**src/rtl/pc_sequencer_pkg.sv**
```systemverilog
// ---------------------------------------------------------------------------
// pc_sequencer_pkg
// Shared definitions for the program-counter sequencer.
//   pc_state_e   : sequencer FSM states (SLOT is only reachable when the
//                  BRANCH_DELAY_SLOT_EN build macro is defined)
//   PC_INCREMENT : byte distance between consecutive instruction words
//   WORD_SHIFT   : shift converting a word offset/index into a byte address
// ---------------------------------------------------------------------------
package pc_sequencer_pkg;

    typedef enum logic [1:0] {
        INIT   = 2'd0,
        RUN    = 2'd1,
        SLOT   = 2'd2,
        HALTED = 2'd3
    } pc_state_e;

    localparam int PC_INCREMENT = 4;
    localparam int WORD_SHIFT   = 2;

endpackage

```
**src/rtl/pc_sequencer_target_calc.sv**
```systemverilog
// ---------------------------------------------------------------------------
// branch_target_calc
// Purely combinational next-address arithmetic for the PC sequencer.
// Ports:
//   i_pc            : current fetch address
//   i_imm_se        : sign-extended branch offset, in words
//   i_jump_index    : 26-bit jump instruction index field
//   o_pc_plus4      : i_pc + 4
//   o_branch_target : o_pc_plus4 + (i_imm_se << 2)
//   o_jump_target   : {o_pc_plus4[top:28], i_jump_index, 2'b00}
// All sums wrap modulo 2^PC_WIDTH. PC_WIDTH must exceed 28 so that the
// jump region bits above the index field exist.
// ---------------------------------------------------------------------------
module branch_target_calc
    import pc_sequencer_pkg::*;
#(
    parameter int PC_WIDTH = 32
) (
    input  logic [PC_WIDTH-1:0] i_pc,
    input  logic [PC_WIDTH-1:0] i_imm_se,
    input  logic [25:0]         i_jump_index,
    output logic [PC_WIDTH-1:0] o_pc_plus4,
    output logic [PC_WIDTH-1:0] o_branch_target,
    output logic [PC_WIDTH-1:0] o_jump_target
);

    logic [PC_WIDTH-1:0] w_pc_plus4;

    assign w_pc_plus4      = i_pc + PC_WIDTH'(PC_INCREMENT);
    assign o_pc_plus4      = w_pc_plus4;
    assign o_branch_target = w_pc_plus4 + (i_imm_se << WORD_SHIFT);
    // Jumps stay inside the region selected by the upper bits of PC+4.
    assign o_jump_target   = {w_pc_plus4[PC_WIDTH-1:28], i_jump_index, {WORD_SHIFT{1'b0}}};

endmodule

```
**src/rtl/pc_sequencer.sv**
```systemverilog
// ---------------------------------------------------------------------------
// pc_sequencer
// Program-counter sequencer: INIT -> RUN, redirects on jump / taken branch,
// stalls, and a sticky HALTED state left only through RST.
// Build option: BRANCH_DELAY_SLOT_EN adds a SLOT state and a pending-target
// register so a redirect first fetches the delay slot (PC+4), then the target.
// Ports:
//   CLK, RST   : clock, synchronous active-high reset
//   Stall      : hold PC and all state this cycle
//   Branch     : conditional branch; taken when Branch & Zero
//   Zero       : ALU zero flag
//   Jump       : absolute jump
//   Halt       : stop fetching
//   Imm_SE     : sign-extended branch word offset
//   Jump_Index : jump index field
//   PC         : current fetch address (registered)
//   PC_Valid   : PC is fetchable this cycle (registered)
//   Halted     : sequencer stopped (registered)
//   Dbg_State  : current FSM state, for observation only
// ---------------------------------------------------------------------------
module pc_sequencer
    import pc_sequencer_pkg::*;
#(
    parameter int                  PC_WIDTH     = 32,
    parameter logic [PC_WIDTH-1:0] RESET_VECTOR = PC_WIDTH'(32'h0000_0000)
) (
    input  logic                CLK,
    input  logic                RST,
    input  logic                Stall,
    input  logic                Branch,
    input  logic                Zero,
    input  logic                Jump,
    input  logic                Halt,
    input  logic [PC_WIDTH-1:0] Imm_SE,
    input  logic [25:0]         Jump_Index,
    output logic [PC_WIDTH-1:0] PC,
    output logic                PC_Valid,
    output logic                Halted,
    output logic [1:0]          Dbg_State
);

    // Low address bits are forced to zero so PC is always word aligned.
    localparam logic [PC_WIDTH-1:0] RESET_PC = {RESET_VECTOR[PC_WIDTH-1:WORD_SHIFT], {WORD_SHIFT{1'b0}}};

    pc_state_e           r_state;
    logic [PC_WIDTH-1:0] r_pc;
    logic                r_pc_valid;
    logic                r_halted;
`ifdef BRANCH_DELAY_SLOT_EN
    logic [PC_WIDTH-1:0] r_pending;
`endif

    logic [PC_WIDTH-1:0] w_pc_plus4;
    logic [PC_WIDTH-1:0] w_branch_target;
    logic [PC_WIDTH-1:0] w_jump_target;
    logic                w_redirect;
    logic [PC_WIDTH-1:0] w_redirect_target;

    branch_target_calc #(
        .PC_WIDTH (PC_WIDTH)
    ) u_target_calc (
        .i_pc            (r_pc),
        .i_imm_se        (Imm_SE),
        .i_jump_index    (Jump_Index),
        .o_pc_plus4      (w_pc_plus4),
        .o_branch_target (w_branch_target),
        .o_jump_target   (w_jump_target)
    );

    // Jump outranks a taken branch when both are presented.
    assign w_redirect        = Jump | (Branch & Zero);
    assign w_redirect_target = Jump ? w_jump_target : w_branch_target;

    always_ff @(posedge CLK) begin
        if (RST) begin
            r_state    <= INIT;
            r_pc       <= RESET_PC;
            r_pc_valid <= 1'b0;
            r_halted   <= 1'b0;
`ifdef BRANCH_DELAY_SLOT_EN
            r_pending  <= '0;
`endif
        end else begin
            case (r_state)
                INIT: begin
                    // Leaves INIT after one cycle regardless of Stall.
                    r_state    <= RUN;
                    r_pc_valid <= 1'b1;
                end
                RUN: begin
                    if (!Stall) begin
                        if (Halt) begin
                            r_state    <= HALTED;
                            r_pc_valid <= 1'b0;
                            r_halted   <= 1'b1;
                        end else if (w_redirect) begin
`ifdef BRANCH_DELAY_SLOT_EN
                            r_pending <= w_redirect_target;
                            r_pc      <= w_pc_plus4;
                            r_state   <= SLOT;
`else
                            r_pc <= w_redirect_target;
`endif
                        end else begin
                            r_pc <= w_pc_plus4;
                        end
                    end
                end
`ifdef BRANCH_DELAY_SLOT_EN
                SLOT: begin
                    // Branch/Jump are ignored here; Halt drops the pending target.
                    if (!Stall) begin
                        if (Halt) begin
                            r_state    <= HALTED;
                            r_pc_valid <= 1'b0;
                            r_halted   <= 1'b1;
                            r_pending  <= '0;
                        end else begin
                            r_pc    <= r_pending;
                            r_state <= RUN;
                        end
                    end
                end
`endif
                HALTED: begin
                    // Frozen until RST.
                end
                default: begin
                    r_state    <= INIT;
                    r_pc       <= RESET_PC;
                    r_pc_valid <= 1'b0;
                    r_halted   <= 1'b0;
                end
            endcase
        end
    end

    assign PC        = r_pc;
    assign PC_Valid  = r_pc_valid;
    assign Halted    = r_halted;
    assign Dbg_State = r_state;

endmodule

```
**config.mk**
```make
export PLATFORM = sky130hd
export DESIGN_NAME = pc_sequencer
export DESIGN_NICKNAME = d
export VERILOG_FILES = /design/src/rtl/pc_sequencer_pkg.sv /design/src/rtl/pc_sequencer_target_calc.sv /design/src/rtl/pc_sequencer.sv
export SDC_FILE = /design/constraint.sdc
export NUM_CORES = 1
export LEC_CHECK = 0
export ABC_AREA = 1
export ABC_CLOCK_PERIOD_IN_PS = 3880
export CAP_MARGIN = 20
export CORE_ASPECT_RATIO = 0.9
export CORE_MARGIN = 4
export CORE_UTILIZATION = 31
export DETAILED_ROUTE_END_ITERATION = 6
export PLACE_DENSITY_LB_ADDON = 0.3
export RECOVER_POWER = 25
export SETUP_SLACK_MARGIN = 0.5
export SYNTH_ARGS = -nofsm -noshare
export SYNTH_HDL_FRONTEND = slang
export SYNTH_HIERARCHICAL = 1
export SYNTH_SLANG_ARGS = --single-unit
```
**constraint.sdc**
```tcl
create_clock -name CLK -period 3.88 [get_ports CLK]
set_clock_uncertainty 0.1 [all_clocks]
set_input_delay 0.776 -clock CLK [delete_from_list [all_inputs] [get_ports CLK]]
set_output_delay 0.776 -clock CLK [all_outputs]
set_load 0.005 [all_outputs]
```
==> impl_metrics.env, run 1 <==
export IMPL_netlist_area_leader_share_pct=30.3
export IMPL_maxCapViolCount=1
export IMPL_cts_hold_buf=0
export IMPL_multi_input_area_um2=4430
export IMPL_tns_ns=0
export IMPL_portBuffers=98
export IMPL_yosysMostFrequentCell="nand2_1"
export IMPL_clockBufferDepth=2
export IMPL_diodes=0
export IMPL_yosysUniqueCellTypes=40
export IMPL_path_delay_family="simple AND/OR/NAND/NOR gates"
export IMPL_start_util_pct=32.0
export IMPL_routed_wl_um=18500
export IMPL_hp_start="PC_Valid$_SDFFE_PP0P_"
export IMPL_clkLatencyLatePin_ns=0.29
export IMPL_hold_end="PC_Valid$_SDFFE_PP0P_"
export IMPL_grt_pass1_wl_um=29200
export IMPL_grt_total_usage_pct=18.1
export IMPL_hp_class="reg2reg"
export IMPL_async_reset_ff_share_pct=0
export IMPL_min_period_ns=3.35
export IMPL_utilization_pct=41.2
export IMPL_critPathLaunchType="flip-flop"
export IMPL_synth_edff_count=0
export IMPL_clk_pin_slew_ns=0.06
export IMPL_synth_area_leader_cell="nand2_1"
export IMPL_rsz0062_at_grt="true"
export IMPL_slew_viol_final=37
export IMPL_rr_endpoint="PC[20]$_SDFFE_PP0P_"
export IMPL_numCtsBuffers=5
export IMPL_r2r_start="PC[5]$_SDFFE_PP0P_"
export IMPL_fill_cells=1889
export IMPL_crit_path_end_kind="flip-flop"
export IMPL_ys_seq_elements=36
export IMPL_syn_inst=976
export IMPL_period_share_pct=86.4
export IMPL_rows=45
export IMPL_pin_count=101
export IMPL_dr_first_iter_drc_count=477
export IMPL_dp_hpwl_um=14300
export IMPL_drive_above_1_share_pct=15.4
export IMPL_reg2reg_depth=19
export IMPL_viasPerCell=4.77
export IMPL_ys_warn_count=6
export IMPL_die_area_um2=19900
export IMPL_hold_depth=2
export IMPL_critPathSlowestCell="dfxtp_1"
export IMPL_ant_nets=0
export IMPL_leakage_nw=3.49
export IMPL_reg2reg_setup_slack_ns=0.53
export IMPL_power_density_nw_per_um2=203
export IMPL_critPathArrivalTime_ns=3.34
export IMPL_crit_required_ns=3.86
export IMPL_synth_area_top_cells="nand2_1 (30%), dfxtp_1 (13%), ha_1 (8.4%)"
export IMPL_area_sequential_um2=759
export IMPL_yosys_top_cells_count="nand2_1 (443), inv_1 (92), nand3_1 (74), nor2_1 (67), buf_4 (39)"
export IMPL_gp_congestion=0.915
export IMPL_globalRouteOverflowTotal=0
export IMPL_violations="capacitance limit, slew limit"
export IMPL_synth_cell_area_um2=5480
export IMPL_critical_path_class="reg2reg"
export IMPL_die_x_um=148
export IMPL_cts_sinks=36
export IMPL_coreArea_um2=17100
export IMPL_max_stage_delay_ns=0.51
export IMPL_syn2layout_area_growth_pct=28.7
export IMPL_dieHeight_um=134
export IMPL_cts_tree="done"
export IMPL_hold_viol=0
export IMPL_antenna_found_initial=0
export IMPL_critPathMostFrequentCell="nand2_1"
export IMPL_wl_per_cell_um=14.6
export IMPL_remaining_drc_errors=0
export IMPL_cts_root_buf="clkbuf_16"
export IMPL_grt_max_degree=37
export IMPL_slew_headroom_pct=-54.5
export IMPL_detail_route_first_pass_iterations=5
export IMPL_fin_nets=1136
export IMPL_crit_buf_inv=0
export IMPL_vias=6051
export IMPL_status="complete, but fails checks"
export IMPL_htree_levels=2
export IMPL_synth_top_flop_cell="dfxtp_1"
export IMPL_max_freq_ghz=0.298
export IMPL_worst_path_max_fanout=6
export IMPL_syn_area_per_cell_um2=5.61
export IMPL_setup_viol=0
export IMPL_critical_path_cell_chain="nand2_2 > nor2_4 > nand2_4 > nor2_1 > xor2_1 > ha_1 > a21oi_1 > nor2_1 > nor2_1 > nand3_1 > nand2_1 > nand2_1 > xor2_1 > nand2_1 > nand2_1 > nand2_1 > nand2_1 > nand2_1 > a21oi_2"
export IMPL_ys_seq_area_share_pct=13.2
export IMPL_peakVddDrop_mv=0.186
export IMPL_grt_pass1_vias=5642
export IMPL_worst_slew_pin_slew_ns=2.32
-- worst reg2reg max path, delay by kind of cell, from the launching register on --
| family | cells | cell delay (ns) |
|---|---|---|
| and+or+nand+nor | 14 | 1.43 |
| DFF | 1 | 0.51 |
| adders and majority gates | 1 | 0.33 |
| AOI/OAI and AO/OA | 2 | 0.35 |
| xor gates and xnor gates | 2 | 0.44 |
-- stage by stage --
step | hold slack [ns] | instances | power, mW | setup WS (ns) | cell area, um^2
floorplan | 0.356 | 977 | 0.806 | 1.10 | 5480
global placement | 0.358 | 1253 | 0.989 | 0.457 | 6360
detailed placement | 0.358 | 1253 | 0.992 | 0.413 | 6360
CTS | 0.372 | 1260 | 1.40 | 0.501 | 6550
global route | 0.388 | 1268 | 1.52 | 0.239 | 7050
finish | 0.363 | 1268 | 1.43 | 0.526 | 7050
-- routing by layer --
| metal | GRT usage (%) | wire, um |
|---|---|---|
| met1 | 26.2 | 8970 |
| met2 | 28.4 | 8160 |
| met3 | 3.48 | 1160 |
| met4 | 2.82 | 230 |
| met5 | 0 | 0 |
-- kinds of logic (layout without fill, tap and decap cells) --
family	count (synthesis)	after routing	share of synthesized area (%)
other	1	2	0.0684
xor gates and xnor gates	42	42	6.71
adders and majority gates	38	38	8.81
AOI/OAI and AO/OA	71	71	8.36
DFF	36	36	13.2
buffers and inverters	157	213	14.5
and+or+nand+nor	631	631	48.4
-- cell usage in the layout, fill, tap and decap left out, types with 3 or more instances in the layout --
master           netlist  final
a21oi_2               21     29
ha_4                   0     12
a21o_1                 3      3
nand2_4                1      5
nand2_2                9     19
xnor2_2                0      5
dfxtp_4                0      7
dlygate4sd3_1          0      7
o21ai_0                3      3
inv_1                 92     89
ha_1                  37     25
dfxtp_2                0     10
nor2_4                 3      9
buf_4                 39     14
xor2_1                31     25
nand3_1               74     73
nor2_1                67     51
clkdlybuf4s50_1        0     90
nor2_2                 7     17
dfxtp_1               36     19
nand3_2                3      3
o21bai_1               4      4
xnor2_1               11      5
nand3b_1               3      3
inv_2                  1      4
nor3_1                 5      3
xor2_2                 0      6
nand4_1                9      9
clkbuf_16              0      5
nand2_1              443    429
a21oi_1               36     27
-- how the worst max path moves through the flow --
| stage | endpoint | cells past startpoint | start | slack, ns |
|---|---|---|---|---|
| 2_1_floorplan | PC[31]$_SDFFE_PP0P_ | 22 | PC[2]$_SDFFE_PP0P_ | 1.10 |
| 3_3_place_gp | PC[31]$_SDFFE_PP0P_ | 24 | PC[10]$_SDFFE_PP0P_ | 0.46 |
| 3_5_place_dp | PC[26]$_SDFFE_PP0P_ | 19 | PC[4]$_SDFFE_PP0P_ | 0.41 |
| 4_1_cts | PC[31]$_SDFFE_PP0P_ | 24 | PC[10]$_SDFFE_PP0P_ | 0.50 |
| 5_1_grt | PC[29]$_SDFFE_PP0P_ | 22 | PC[5]$_SDFFE_PP0P_ | 0.24 |
| 6_report | PC[20]$_SDFFE_PP0P_ | 19 | PC[5]$_SDFFE_PP0P_ | 0.53 |
-- registers in the layout (all words and copies together), names as in the netlist --
name / cells
Halted: 1
PC: 32
Dbg_State: 2
PC_Valid: 1
-- power breakdown --
part	leakage [nW]	switching [mW]	internal, mW
logic	3.12	0.357	0.244
clock network	0.0657	0.175	0.234
registers	0.302	0.0315	0.391
-- area by class of cell --
class | instances | area share, %
Timing Repair Buffer | 112 | 15.3
Clock buffer | 5 | 1.77
Inverter | 94 | 5.04
Multi-Input combinational cell | 784 | 62.8
Sequential cell | 36 | 10.8
Clock inverter | 2 | 0.177
Tap cell | 235 | 4.17
-- repair_timing --
action / 4_1_cts / 5_1_grt
cloned: 0 / 0
hold endpoints to repair: 0 / 0
pin swaps: 0 / 33
resized for setup: 14 / 112
endpoints found under the setup margin: 4 / 14
setup buffers: 0 / 8
(Power assumes the default switching activity.)
==> inputs of run 2 (changes only) <==
--- a/config.mk
+++ b/config.mk
@@ -11,6 +11,7 @@
 export CORE_ASPECT_RATIO = 0.9
 export CORE_MARGIN = 4
 export CORE_UTILIZATION = 31
+export CTS_BUF_LIST = sky130_fd_sc_hd__clkbuf_16
 export DETAILED_ROUTE_END_ITERATION = 6
 export PLACE_DENSITY_LB_ADDON = 0.3
 export RECOVER_POWER = 25
==> results of run 2 <==
No change in the layout: final DEF, timing and power equal those of run 1.
==> inputs of run 3 (changes only) <==
--- a/config.mk
+++ b/config.mk
@@ -10,8 +10,7 @@
 export CAP_MARGIN = 20
 export CORE_ASPECT_RATIO = 0.9
 export CORE_MARGIN = 4
-export CORE_UTILIZATION = 31
-export CTS_BUF_LIST = sky130_fd_sc_hd__clkbuf_16
+export CORE_UTILIZATION = 45
 export DETAILED_ROUTE_END_ITERATION = 6
 export PLACE_DENSITY_LB_ADDON = 0.3
 export RECOVER_POWER = 25
==> impl_metrics.env, run 3 (synthesized netlist as in run 1, its figures left out) <==
export IMPL_maxCapViolCount=0
export IMPL_portBuffers=98
export IMPL_hold_slack_ns=0.371
export IMPL_grt_pass1_wl_um=26300
export IMPL_grt_max_degree=42
export IMPL_critPathLaunchType="flip-flop"
export IMPL_status="complete, no violations"
export IMPL_die_x_um=124
export IMPL_viasPerCell=5.09
export IMPL_hp_class="reg2reg"
export IMPL_gp_congestion=0.955
export IMPL_vias=6041
export IMPL_pin_count=101
export IMPL_rsz0062_at_grt="true"
export IMPL_syn2layout_area_growth_pct=23.7
export IMPL_min_period_ns=3.28
export IMPL_remaining_drc_errors=0
export IMPL_max_stage_delay_ns=0.42
export IMPL_htree_levels=2
export IMPL_drive_above_1_share_pct=12.7
export IMPL_cts_hold_buf=0
export IMPL_die_area_um2=14000
export IMPL_slew_headroom_pct=37.3
export IMPL_dr_first_iter_drc_count=432
export IMPL_fin_ws_ns=0.599
export IMPL_detail_route_first_pass_iterations=6
export IMPL_fin_nets=1132
export IMPL_power_total_mw=1.41
export IMPL_start_util_pct=47.0
export IMPL_top_usage_layer="met2"
export IMPL_rows=37
export IMPL_clkLatencyLatePin_ns=0.29
export IMPL_gr_usage_met2_pct=37.6
export IMPL_power_density_nw_per_um2=208
export IMPL_ant_nets=0
export IMPL_critPathMostFrequentCell="nand2_1"
export IMPL_routed_wl_um=16800
export IMPL_layout_common_cells="nand2_1 (438), inv_1 (91), clkdlybuf4s50_1 (88), nand3_1 (73), nor2_1 (55)"
export IMPL_critPathArrivalTime_ns=3.39
export IMPL_slew_viol_final=0
export IMPL_dp_slack_ns=0.409
export IMPL_peakVddDrop_mv=0.174
export IMPL_critical_path_cell_chain="nand2_1 > nor2_4 > nand2_2 > nor2_8 > nand2_2 > xnor2_2 > ha_2 > nand2_1 > nor2_2 > inv_1 > o21ai_2 > inv_1 > nand2_1 > xor2_1 > nand2_1 > nand2_1 > nand2_1 > nand2_1 > nand2_1 > a21oi_2"
export IMPL_critPathSlowestCell="dfxtp_1"
export IMPL_critical_path_class="reg2reg"
export IMPL_dp_hpwl_um=13000
export IMPL_grt_pass1_vias=5459
export IMPL_grt_total_usage_pct=22.7
export IMPL_worst_slew_pin_slew_ns=0.940
export IMPL_clk_pin_slew_ns=0.06
export IMPL_crit_path_end_kind="flip-flop"
export IMPL_tns_ns=0
export IMPL_setup_viol=0
export IMPL_cts_tree="done"
export IMPL_max_freq_ghz=0.305
export IMPL_leakage_nw=3.42
export IMPL_period_share_pct=84.6
export IMPL_clockBufferDepth=2
export IMPL_use_met3_pct=4.23
export IMPL_globalRouteOverflowTotal=0
export IMPL_dieHeight_um=113
export IMPL_cts_sinks=36
export IMPL_mostFrequentLayoutCell="nand2_1"
export IMPL_cts_root_buf="clkbuf_16"
export IMPL_largest_register_ffs=32
export IMPL_antenna_found_initial=0
export IMPL_hold_viol=0
export IMPL_worst_path_max_fanout=6
export IMPL_grt_use_met1_pct=30.3
export IMPL_utilization_pct=58.1
export IMPL_diodes=0
export IMPL_crit_required_ns=3.99
export IMPL_coreArea_um2=11700
export IMPL_numCtsBuffers=5
export IMPL_wl_per_cell_um=14.2
-- run 3: final timing paths --
check                        startpoint               endpoint  slack [ns]  cells past startpoint
setup reg to reg     PC[9]$_SDFFE_PP0P_    PC[20]$_SDFFE_PP0P_        0.60                     20
setup / recovery     PC[9]$_SDFFE_PP0P_    PC[20]$_SDFFE_PP0P_        0.60                     20
hold reg to reg   PC_Valid$_SDFFE_PP0P_  PC_Valid$_SDFFE_PP0P_        0.37                      2
hold / removal    PC_Valid$_SDFFE_PP0P_  PC_Valid$_SDFFE_PP0P_        0.37                      2
-- run 3: per-stage QoR --
step / instances / area [um^2]
5_1_grt: 1186 / 6780
3_3_place_gp: 1172 / 6250
2_1_floorplan: 977 / 5480
3_5_place_dp: 1172 / 6250
4_1_cts: 1180 / 6410
6_report: 1186 / 6780
-- run 3: layout make-up --
type,instances,area (um^2)
multi-input cells,784,4270
repair buffers,108,1050
flip-flops and latches,36,758
clock buffers,7,143
fillers,1187,4890
well taps,156,195
clock inverters,1,7.51
inverters,94,355
-- run 3: metal layers --
| layer | wire length, um | part of all wire, % |
|---|---|---|
| met3 | 1140 | 6.8 |
| met4 | 314 | 1.9 |
| met5 | 0 | 0 |
| met2 | 7760 | 46 |
| met1 | 7600 | 45 |
-- run 3: where the power goes --
group / total, mW / internal (mW) / switching (mW) / leakage [nW]
clock: 0.416 / 0.256 / 0.160 / 0.0701
sequential: 0.422 / 0.392 / 0.0308 / 0.302
combinational: 0.574 / 0.235 / 0.338 / 3.05
-- run 3: worst max-delay path, delay by kind of cell (launching register included) --
family                   cells  cell delay, ns
AND/OR/NAND/NOR             13            1.50
buffers and inverters        2            0.13
AO/OA/AOI/OAI                2            0.31
adder cells (fa/ha/maj)      1            0.41
flip-flops                   1            0.42
XOR/XNOR                     2            0.33
-- run 3: repair_timing --
action,in CTS,in global routing
endpoints found under the setup margin,5,17
resized for setup,3,87
buffers inserted,0,6
pin swaps,0,8
